`src/rtl/dll_pkg.sv`:
```
// Shared types for the FMDLL lock controller: FSM states, window classes and
// the count classifier used once per reference window.
package dll_pkg;

  localparam int unsigned DLL_CODE_W = 6;

  typedef enum logic [1:0] {
    S_IDLE,
    S_ACQ,
    S_SETTLE,
    S_LOCKED
  } dll_state_e;

  typedef enum logic [1:0] {
    C_MATCH,
    C_LEAD,
    C_LAG,
    C_INVALID
  } dll_class_e;

  // nq at or below N/2 means the line is far too fast: push the code up.
  function automatic dll_class_e dll_classify(input logic [3:0] nq,
                                              input logic [3:0] n);
    logic [3:0] half;
    half = n >> 1;
    if ((nq == 4'd0) || (nq > n)) return C_INVALID;
    if (nq == n)                  return C_MATCH;
    if (nq > half)                return C_LAG;
    return C_LEAD;
  endfunction

endpackage

```
`src/rtl/dll_cnt_sync.sv`:
```
// Brings the clk_out-domain N count into clk_ext: two-flop synchronizer per
// bit, then a filter that only accepts a value seen on two consecutive cycles.
module dll_cnt_sync #(
  parameter int unsigned W = 4
) (
  input  logic         clk,
  input  logic         rst,
  input  logic [W-1:0] d,
  output logic [W-1:0] q
);

  logic [W-1:0] r_meta;
  logic [W-1:0] r_sync;
  logic [W-1:0] r_prev;
  logic [W-1:0] r_q;

  // Bits may resolve on different cycles while the count moves; holding the
  // old value until two samples agree hides those mixed codes.
  always_ff @(posedge clk or posedge rst) begin
    if (rst) begin
      r_meta <= '0;
      r_sync <= '0;
      r_prev <= '0;
      r_q    <= '0;
    end else begin
      r_meta <= d;
      r_sync <= r_meta;
      r_prev <= r_sync;
      if (r_sync == r_prev) r_q <= r_sync;
    end
  end

  assign q = r_q;

endmodule

```
`src/rtl/dll_lock_ctrl.sv`:
```
// FMDLL lock controller: classifies the synchronized N count once per reference
// window, steps a saturating delay-line code and tracks lock with hysteresis.
module dll_lock_ctrl
  import dll_pkg::*;
#(
  parameter int unsigned CODE_W     = DLL_CODE_W,
  parameter int unsigned CODE_RST   = 32,
  parameter int unsigned LOCK_CNT   = 4,
  parameter int unsigned UNLOCK_CNT = 2,
  parameter int unsigned SETTLE     = 2
) (
  input  logic              clk_ext,
  input  logic              rst,
  input  logic              en,
  input  logic [1:0]        M,
  input  logic [3:0]        N,
  input  logic [1:0]        M_counter,
  input  logic [3:0]        N_counter,
  output logic [CODE_W-1:0] ctrl_code,
  output logic              up,
  output logic              dn,
  output logic              locked,
  output logic              err
);

  localparam logic [CODE_W-1:0] CODE_INIT   = CODE_W'(CODE_RST);
  localparam logic [CODE_W-1:0] CODE_MAX    = '1;
  localparam logic [7:0]        LOCK_TH     = 8'(LOCK_CNT);
  localparam logic [7:0]        UNLOCK_TH   = 8'(UNLOCK_CNT);
  localparam logic [7:0]        SETTLE_TH   = 8'(SETTLE);
  localparam bit                SKIP_SETTLE = (SETTLE == 0);

  logic [3:0]        w_nq;
  logic              r_win;
  dll_class_e        w_cls;

  dll_state_e        r_state,      w_state;
  logic [CODE_W-1:0] r_code,       w_code;
  logic              r_up,         w_up;
  logic              r_dn,         w_dn;
  logic              r_err,        w_err;
  logic              r_locked,     w_locked;
  logic [7:0]        r_match_run,  w_match_run;
  logic [7:0]        r_miss_run,   w_miss_run;
  logic [7:0]        r_settle_cnt, w_settle_cnt;
  logic              r_ret_locked, w_ret_locked;

  logic [CODE_W-1:0] w_code_inc;
  logic [CODE_W-1:0] w_code_dec;

  dll_cnt_sync #(.W(4)) u_sync (
    .clk (clk_ext),
    .rst (rst),
    .d   (N_counter),
    .q   (w_nq)
  );

  always_ff @(posedge clk_ext or posedge rst) begin
    if (rst) r_win <= 1'b0;
    else     r_win <= (M_counter == M);
  end

  assign w_cls      = dll_classify(w_nq, N);
  assign w_code_inc = (r_code == CODE_MAX) ? r_code : r_code + 1'b1;
  assign w_code_dec = (r_code == '0)       ? r_code : r_code - 1'b1;

  always_comb begin
    w_state      = r_state;
    w_code       = r_code;
    w_up         = 1'b0;
    w_dn         = 1'b0;
    w_err        = 1'b0;
    w_locked     = r_locked;
    w_match_run  = r_match_run;
    w_miss_run   = r_miss_run;
    w_settle_cnt = r_settle_cnt;
    w_ret_locked = r_ret_locked;

    if (!en) begin
      w_state      = S_IDLE;
      w_code       = CODE_INIT;
      w_locked     = 1'b0;
      w_match_run  = '0;
      w_miss_run   = '0;
      w_settle_cnt = '0;
      w_ret_locked = 1'b0;
    end else begin
      case (r_state)
        S_IDLE: begin
          w_code       = CODE_INIT;
          w_locked     = 1'b0;
          w_match_run  = '0;
          w_miss_run   = '0;
          w_settle_cnt = '0;
          w_ret_locked = 1'b0;
          w_state      = S_ACQ;
        end

        S_ACQ: begin
          if (r_win) begin
            case (w_cls)
              C_MATCH: begin
                if (r_match_run + 8'd1 >= LOCK_TH) begin
                  w_state     = S_LOCKED;
                  w_locked    = 1'b1;
                  w_match_run = '0;
                  w_miss_run  = '0;
                end else begin
                  w_match_run = r_match_run + 8'd1;
                end
              end
              C_LEAD, C_LAG: begin
                w_up         = (w_cls == C_LEAD);
                w_dn         = (w_cls == C_LAG);
                w_code       = (w_cls == C_LEAD) ? w_code_inc : w_code_dec;
                w_match_run  = '0;
                w_settle_cnt = '0;
                w_ret_locked = 1'b0;
                w_state      = SKIP_SETTLE ? S_ACQ : S_SETTLE;
              end
              default: begin
                w_err       = 1'b1;
                w_match_run = '0;
              end
            endcase
          end
        end

        S_SETTLE: begin
          if (r_win) begin
            if (r_settle_cnt + 8'd1 >= SETTLE_TH) begin
              w_settle_cnt = '0;
              w_state      = r_ret_locked ? S_LOCKED : S_ACQ;
            end else begin
              w_settle_cnt = r_settle_cnt + 8'd1;
            end
          end
        end

        S_LOCKED: begin
          if (r_win) begin
            if (w_cls == C_MATCH) begin
              w_miss_run = '0;
            end else begin
              w_up  = (w_cls == C_LEAD);
              w_dn  = (w_cls == C_LAG);
              w_err = (w_cls == C_INVALID);
              if (w_cls == C_LEAD) w_code = w_code_inc;
              if (w_cls == C_LAG)  w_code = w_code_dec;
              // Losing lock wins over settling: the loop restarts acquisition
              // straight away with the code already stepped.
              if (r_miss_run + 8'd1 >= UNLOCK_TH) begin
                w_locked    = 1'b0;
                w_state     = S_ACQ;
                w_miss_run  = '0;
                w_match_run = '0;
              end else begin
                w_miss_run = r_miss_run + 8'd1;
                if (w_cls != C_INVALID) begin
                  w_settle_cnt = '0;
                  w_ret_locked = 1'b1;
                  w_state      = SKIP_SETTLE ? S_LOCKED : S_SETTLE;
                end
              end
            end
          end
        end

        default: w_state = S_IDLE;
      endcase
    end
  end

  always_ff @(posedge clk_ext or posedge rst) begin
    if (rst) begin
      r_state      <= S_IDLE;
      r_code       <= CODE_INIT;
      r_up         <= 1'b0;
      r_dn         <= 1'b0;
      r_err        <= 1'b0;
      r_locked     <= 1'b0;
      r_match_run  <= '0;
      r_miss_run   <= '0;
      r_settle_cnt <= '0;
      r_ret_locked <= 1'b0;
    end else begin
      r_state      <= w_state;
      r_code       <= w_code;
      r_up         <= w_up;
      r_dn         <= w_dn;
      r_err        <= w_err;
      r_locked     <= w_locked;
      r_match_run  <= w_match_run;
      r_miss_run   <= w_miss_run;
      r_settle_cnt <= w_settle_cnt;
      r_ret_locked <= w_ret_locked;
    end
  end

  assign ctrl_code = r_code;
  assign up        = r_up;
  assign dn        = r_dn;
  assign err       = r_err;
  assign locked    = r_locked;

endmodule

```
`config.mk`:
```
export PLATFORM = sky130hd
export DESIGN_NAME = dll_lock_ctrl
export DESIGN_NICKNAME = d
export VERILOG_FILES = /design/src/rtl/dll_pkg.sv /design/src/rtl/dll_cnt_sync.sv /design/src/rtl/dll_lock_ctrl.sv
export SDC_FILE = /design/constraint.sdc
export NUM_CORES = 1
export LEC_CHECK = 0
export CORE_MARGIN = 1
export CORE_UTILIZATION = 45
export CTS_CLUSTER_DIAMETER = 80
export DETAILED_ROUTE_END_ITERATION = 12
export DONT_BUFFER_PORTS = 1
export GPL_TIMING_DRIVEN = 0
export SLEW_MARGIN = 20
export SYNTH_ARGS = -nofsm -noshare
export SYNTH_HDL_FRONTEND = slang
export SYNTH_SLANG_ARGS = --single-unit
```
`constraint.sdc`:
```
create_clock -name clk_ext -period 2.65 [get_ports clk_ext]
set_clock_uncertainty 0.1 [all_clocks]
set_input_delay 0.53 -clock clk_ext [delete_from_list [all_inputs] [get_ports clk_ext]]
set_output_delay 0.53 -clock clk_ext [all_outputs]
set_load 0.1 [all_outputs]
```
-- After elaboration in Yosys (flattened, before gate mapping)
Cells that the tools add are included.
W data, S select, Z words.
- add/subtract/negate cells: 5
- order comparisons: 5
- equality and inequality tests: 27
- multiplexer cells: 95
- reductions and logical operators: 14
- operator list (cell ; number):
    $mux W8 ; 23
    $mux W6 ; 10
    $pmux W8 S3 ; 2
    $mux W1 ; 35
    $mux W2 ; 16
    $pmux W8 S4 ; 1
    $ne A3 B3 Y1 const B ; 10
    $add A8 B1 Y8 const B ; 3
    $reduce_and A7 Y1 ; 3
    $pmux W6 S3 ; 1
    $ge A8 B2 Y1 const B ; 2
    $ne A4 B4 Y1 const B ; 3
    $reduce_and A5 Y1 ; 2
    $eq A2 B2 Y1 const B ; 4
    $eq A4 B4 Y1 ; 2
    $ge A8 B3 Y1 const B ; 1
    $pmux W2 S4 ; 1
    $reduce_and A8 Y1 ; 1
    $add A6 B1 Y6 const B ; 1
    $eq A6 B6 Y1 const B ; 1
    $logic_not A6 Y1 ; 1
    $pmux W1 S2 ; 3
    $pmux W1 S3 ; 2
    $reduce_and A6 Y1 ; 1
    15 further kinds ; 17
- register bits: 54
- input bits: 15
- output and inout port bits: 10

-- Longest topological paths before layout
- word-level depth: 16
- depth in mapped cells: 9
- depth with buffers taken out: 8

-- Modules after synthesis
From an unflattened synthesis, not the netlist that was laid out.
- cells, all modules: 290
- area, all modules: 2989.1 um2
- modules (own cells, without submodules) (module ; times used ; cells an instance ; area each (um2) ; sequential area each (um2)):
    dll_lock_ctrl ; 1 ; 264 ; 2492.4 ; 952.2
    dll_cnt_sync ; 1 ; 26 ; 496.7 ; 400.4

-- Least setup slack after synthesis
Ideal clock, no wire load.
- path kind: register -> register
- start: register r_code[1] (netlist: ctrl_code[1])
- end: register r_code[3] (netlist: ctrl_code[3])
- library setup time: 132 ps
- arrival time: 2427 ps
- data required time: 2418 ps
- path slack: -10 ps
- stages on the path, launching flop included: 10
- buffers on the path: 2
- period minus slack after synthesis: 2660 ps
- cells stage by stage: dfrtp_1 > clkbuf_1 > inv_1 > ha_1 > and3b_1 > clkbuf_1 > nor4_1 > mux2_4 > a2111oi_4 > a21oi_1
- cells in the longest elaborated chain, start to end: 8
- elaborated cells between the ends (all ways): 15
- those cells by class: add/sub (2); eq/ne (1); mux (11); reduce/logical (1)
- RTL lines (item ; RTL line ; text):
    start, declared ; dll_lock_ctrl.sv:38 ; logic [CODE_W-1:0] r_code, w_code;
    start signal, assigned ; dll_lock_ctrl.sv:188 ; r_code <= w_code;
    $add A6 B1 Y6 or $eq A6 B6 Y1 (tied branches) ; dll_lock_ctrl.sv:64 ; assign w_code_inc = (r_code == CODE_MAX) ? r_code : r_code + 1'b1;
    $mux W6 ; dll_lock_ctrl.sv:64 ;
    $mux W6 ; dll_lock_ctrl.sv:148 ; if (w_cls == C_LEAD) w_code = w_code_inc;
    $mux W6 ; dll_lock_ctrl.sv:149 ; if (w_cls == C_LAG) w_code = w_code_dec;
    $mux W6 ; dll_lock_ctrl.sv:142 ; if (w_cls == C_MATCH) begin
    $mux W6 ; dll_lock_ctrl.sv:141 ; if (r_win) begin
    $pmux W6 S3 * ; dll_lock_ctrl.sv:88 ; case (r_state)
    $mux W6 * ; dll_lock_ctrl.sv:79 ; if (!en) begin
Mark *: on every way between the ends. The rest lies on a longest branch, timed or not. The select of a mux whose other input is x is not followed.
A chain may end at the register's enable or synchronous reset.

-- Worst setup path in the final report
Ends and elaborated chain as after synthesis.

==> run summary <==
- finished clean — status
- 100 ps — clock transition at the register clock pins on the worst setup and hold paths after CTS
- 0 — diode insertion count for antenna repair
- ctrl_code[1] — start point of the critical path
- 4 — number of detailed-route iterations in the first pass
- 2138 — via count of the first global-routing pass
- 146 — first-iteration detailed-routing DRC count
- 47.0% — initial core utilization
- buf_4 > inv_1 > ha_1 > and3b_1 > buf_2 > nor4_1 > mux2_4 > a2111oi_4 > a21oi_1 — worst path cell trace
- 0 — number of pins with negative max-slew slack in the final report
- 7.21% — Layout Area Growth over Synthesis
- 0 — drt drc
- 45.1% — proportion of synthesized chip area in sequential cells
- 10.2 µm² — Mapped Avg Cell Area
- 0 ps — Setup TNS
- 45.5% — fraction of power spent switching nets
- 5.79 — number of vias per cell after detailed routing
- 8 — maximum net fanout on the critical path
- sky130_fd_sc_hd__dfrtp_4 — Slowest cell on crit path
- 29 — floorplan row count
- flip-flop to flip-flop — Worst Path Class, Setup
- 0 — Detail Route Antenna Nets
- 44.0% — logic gate share of total power
- flip-flop — crit path launch type
- false — unrepaired setup endpoints after global routing
- 0.815 — Final GP Congestion
- 2600 ps — arrival time worst endpoint
- 2 — CTS H-Tree Depth
- 83.7 µm — Die Ht
- input pin to async pin — class of the tightest hold or removal check
- 95.0% — ratio of final minimum period to clock period
- 0 — number of violations of the max-capacitance limit
- 0.00639 mm² — area of the core
- 17.6% — aggregate global-route resource usage
- 41.0% — sequential share of power
- 397 MHz — FMAX
- 0 — leftover overflow at the end of global routing
- 0 — number of antenna violations at the first check in global routing
- 25 — # IOs
- 0 — Post-synth EDFFs
- 83.7 µm — horizontal extent of the die
- -284 ps — post-place setup slack
- 0 — total count of hold-check failures in the final report
- 0 — number of buffers inserted by port buffering
- 325 — Post-Syn Nets
- 9.99 mm — first-pass GRT wire length
- 640 ps — slowest cell delay on critical path
- flip-flop — sort of element at the end of the critical path
- 2520 ps — time the final worst path needs with I/O delays and setup
- 0.00144 W — power spent charging and discharging nets
- 0.00700 mm² — area of the die
- 986 mW/mm² — total power density per cell area
- 0 — total of endpoints with negative setup slack in the final report
- 0 — count of yosys warnings during synthesis
- 0.00317 W — sum of internal, switching and leakage power
- 310 ps — clock insertion delay at the later pin of the skew report
- 2200 — vias
- 0 — buffers inserted by post-CTS timing repair
- sky130_fd_sc_hd__dfrtp_1 — top flip-flop cell by instance count after synthesis
- 15.4 µm — post-DR wirelength/cell
- ctrl_code[1] — launch point of the worst reg-to-reg path
- 2730 ps — required time worst endpoint
- 332 — final layout net count
- 132 ps — final worst slack
- built — TritonCTS clock tree
- 1.43 nW — Leak Pwr
- 100% — async set or reset register ratio after synthesis
- 15.0% — fraction of power consumed by the clock network
- 0.00300 mm² — post-synthesis cell area
- 0.566 mV — Worst IR Drop VDD
- 0.00173 W — Internal Power
- 61 — distinct cell type count of the synthesized netlist
- 55 — largest net degree at the start of global routing
- 54 — clk sink count
- 14.5% — fraction of final layout cells sized beyond drive strength 1
- sky130_fd_sc_hd__clkbuf_8 — clock root cell
- 937 ps — actual slew at the worst max-slew pin
- 2 — Clock Path Buffers
- 9 — worst reg2reg path depth
- 87.8 ps — hold_ws
- 54 — flip-flop and latch count after synthesis
- 295 — number of instances in the synthesized netlist
- 5.84 mm — total routed wirelength
- 5 — CTS buffer count
- 37.5% — remaining max-slew budget at the tightest pin
- 4.23 mm — estimated wirelength of the detail-placed design
## per-stage QoR
step	cells	utilization, %	area (µm²)
2_1_floorplan	295	-	3000
3_3_place_gp	372	48.5	3100
3_5_place_dp	372	48.6	3100
4_1_cts	380	50.2	3200
5_1_grt	380	50.4	3220
6_report	380	50.4	3220
## area by class of cell
type,count,area [µm²]
fill,625,3170
multi-input combinational,215,1540
sequential,54,1360
tap,77,96.3
inverter,19,73.8
clock buffer,5,68.8
buffer,7,50.0
clock inverter,3,25.0
## timing repair
item / 4_1_cts / 5_1_grt
endpoints found under the setup margin: 5 / 2
endpoints found under the hold margin: 0 / 0
gates resized for setup: 5 / 9
hold buffers: 0 / 0
## worst paths after layout
path                                    end  slack, ps
setup / recovery               ctrl_code[3]        130
hold / removal                          err         90
setup reg to reg               ctrl_code[3]        130
min in group clk_ext       u_sync.r_meta[2]        130
hold reg to reg            u_sync.r_sync[1]        260
max in group asynchronous      ctrl_code[0]       1860
## registers in the layout (all words and copies together), names as in the netlist, 2 cells and up
register       cells
r_settle_cnt       8
r_miss_run         8
r_state            2
u_sync.q           4
ctrl_code          6
r_match_run        8
u_sync.r_prev      4
u_sync.r_meta      4
u_sync.r_sync      4
## cells in the mapped netlist, types with 3 or more instances
cell type	instances	share of area (%)
sky130_fd_sc_hd__nor4_1	4	0.83
sky130_fd_sc_hd__a21oi_1	16	2.7
sky130_fd_sc_hd__mux2_2	5	1.9
sky130_fd_sc_hd__ha_1	15	6.3
sky130_fd_sc_hd__o22ai_1	3	0.63
sky130_fd_sc_hd__xnor2_1	6	1.8
sky130_fd_sc_hd__nand2_1	20	2.5
sky130_fd_sc_hd__nand3_1	9	1.5
sky130_fd_sc_hd__mux2i_1	8	2.7
sky130_fd_sc_hd__dfrtp_1	53	44
sky130_fd_sc_hd__a41oi_1	3	0.88
sky130_fd_sc_hd__a31oi_1	3	0.63
sky130_fd_sc_hd__nor2_1	22	2.8
sky130_fd_sc_hd__nor3_1	8	1.3
sky130_fd_sc_hd__nand4_1	4	0.83
sky130_fd_sc_hd__o21ai_0	12	2.0
sky130_fd_sc_hd__nand2b_1	5	1.0
sky130_fd_sc_hd__and2_1	24	5.0
sky130_fd_sc_hd__inv_1	19	2.4
## critical path: cells and delay by family, from the launching register on
kind | cells | cell delay (ps)
buf+inv | 3 | 520
mux | 1 | 280
compound gates | 2 | 450
simple gates | 2 | 230
fa+ha+maj | 1 | 170
flops | 1 | 640
## logic make-up after synthesis
| family | after synthesis | share of synthesized area [%] |
|---|---|---|
| simple gates | 114 | 20.8 |
| compound gates | 62 | 15.5 |
| flops | 54 | 45.1 |
| buf+inv | 26 | 3.88 |
| mux | 16 | 6.17 |
| fa+ha+maj | 15 | 6.25 |
| xor+xnor | 8 | 2.33 |
## power groups by stage
stage	Sequential (W)	Clock [W]	Combinational, W
2_1_floorplan	0.00127	0	0.00113
3_3_place_gp	0.00130	0	0.00136
3_5_place_dp	0.00131	0	0.00138
4_1_cts	0.00130	0.000492	0.00138
5_1_grt	0.00132	0.000526	0.00154
6_report	0.00130	0.000477	0.00139
## cells in the final DEF, fill, tap and decap left out, types with 4 or more instances in the layout
cell and instances:
sky130_fd_sc_hd__inv_1 18, sky130_fd_sc_hd__mux2i_1 8, sky130_fd_sc_hd__nand3_1 9, sky130_fd_sc_hd__nand2b_1 5, sky130_fd_sc_hd__and2_1 24, sky130_fd_sc_hd__a21oi_1 16
sky130_fd_sc_hd__xnor2_1 6, sky130_fd_sc_hd__dfrtp_1 48, sky130_fd_sc_hd__nor3_1 8, sky130_fd_sc_hd__ha_1 15, sky130_fd_sc_hd__mux2_2 5, sky130_fd_sc_hd__clkbuf_8 5
sky130_fd_sc_hd__nand2_1 20, sky130_fd_sc_hd__nor2_1 22, sky130_fd_sc_hd__nor4_1 4, sky130_fd_sc_hd__nand4_1 4, sky130_fd_sc_hd__o21ai_0 12
## per-layer routing
layer,vias to the layer above,GRT usage (%),wire length [µm]
li1,1076,-,-
met1,1073,24.2,2850
met2,41,28.7,2690
met3,10,2.97,205
met4,0,5.08,92
met5,-,0,0
Power figures use the tool's default switching activity.
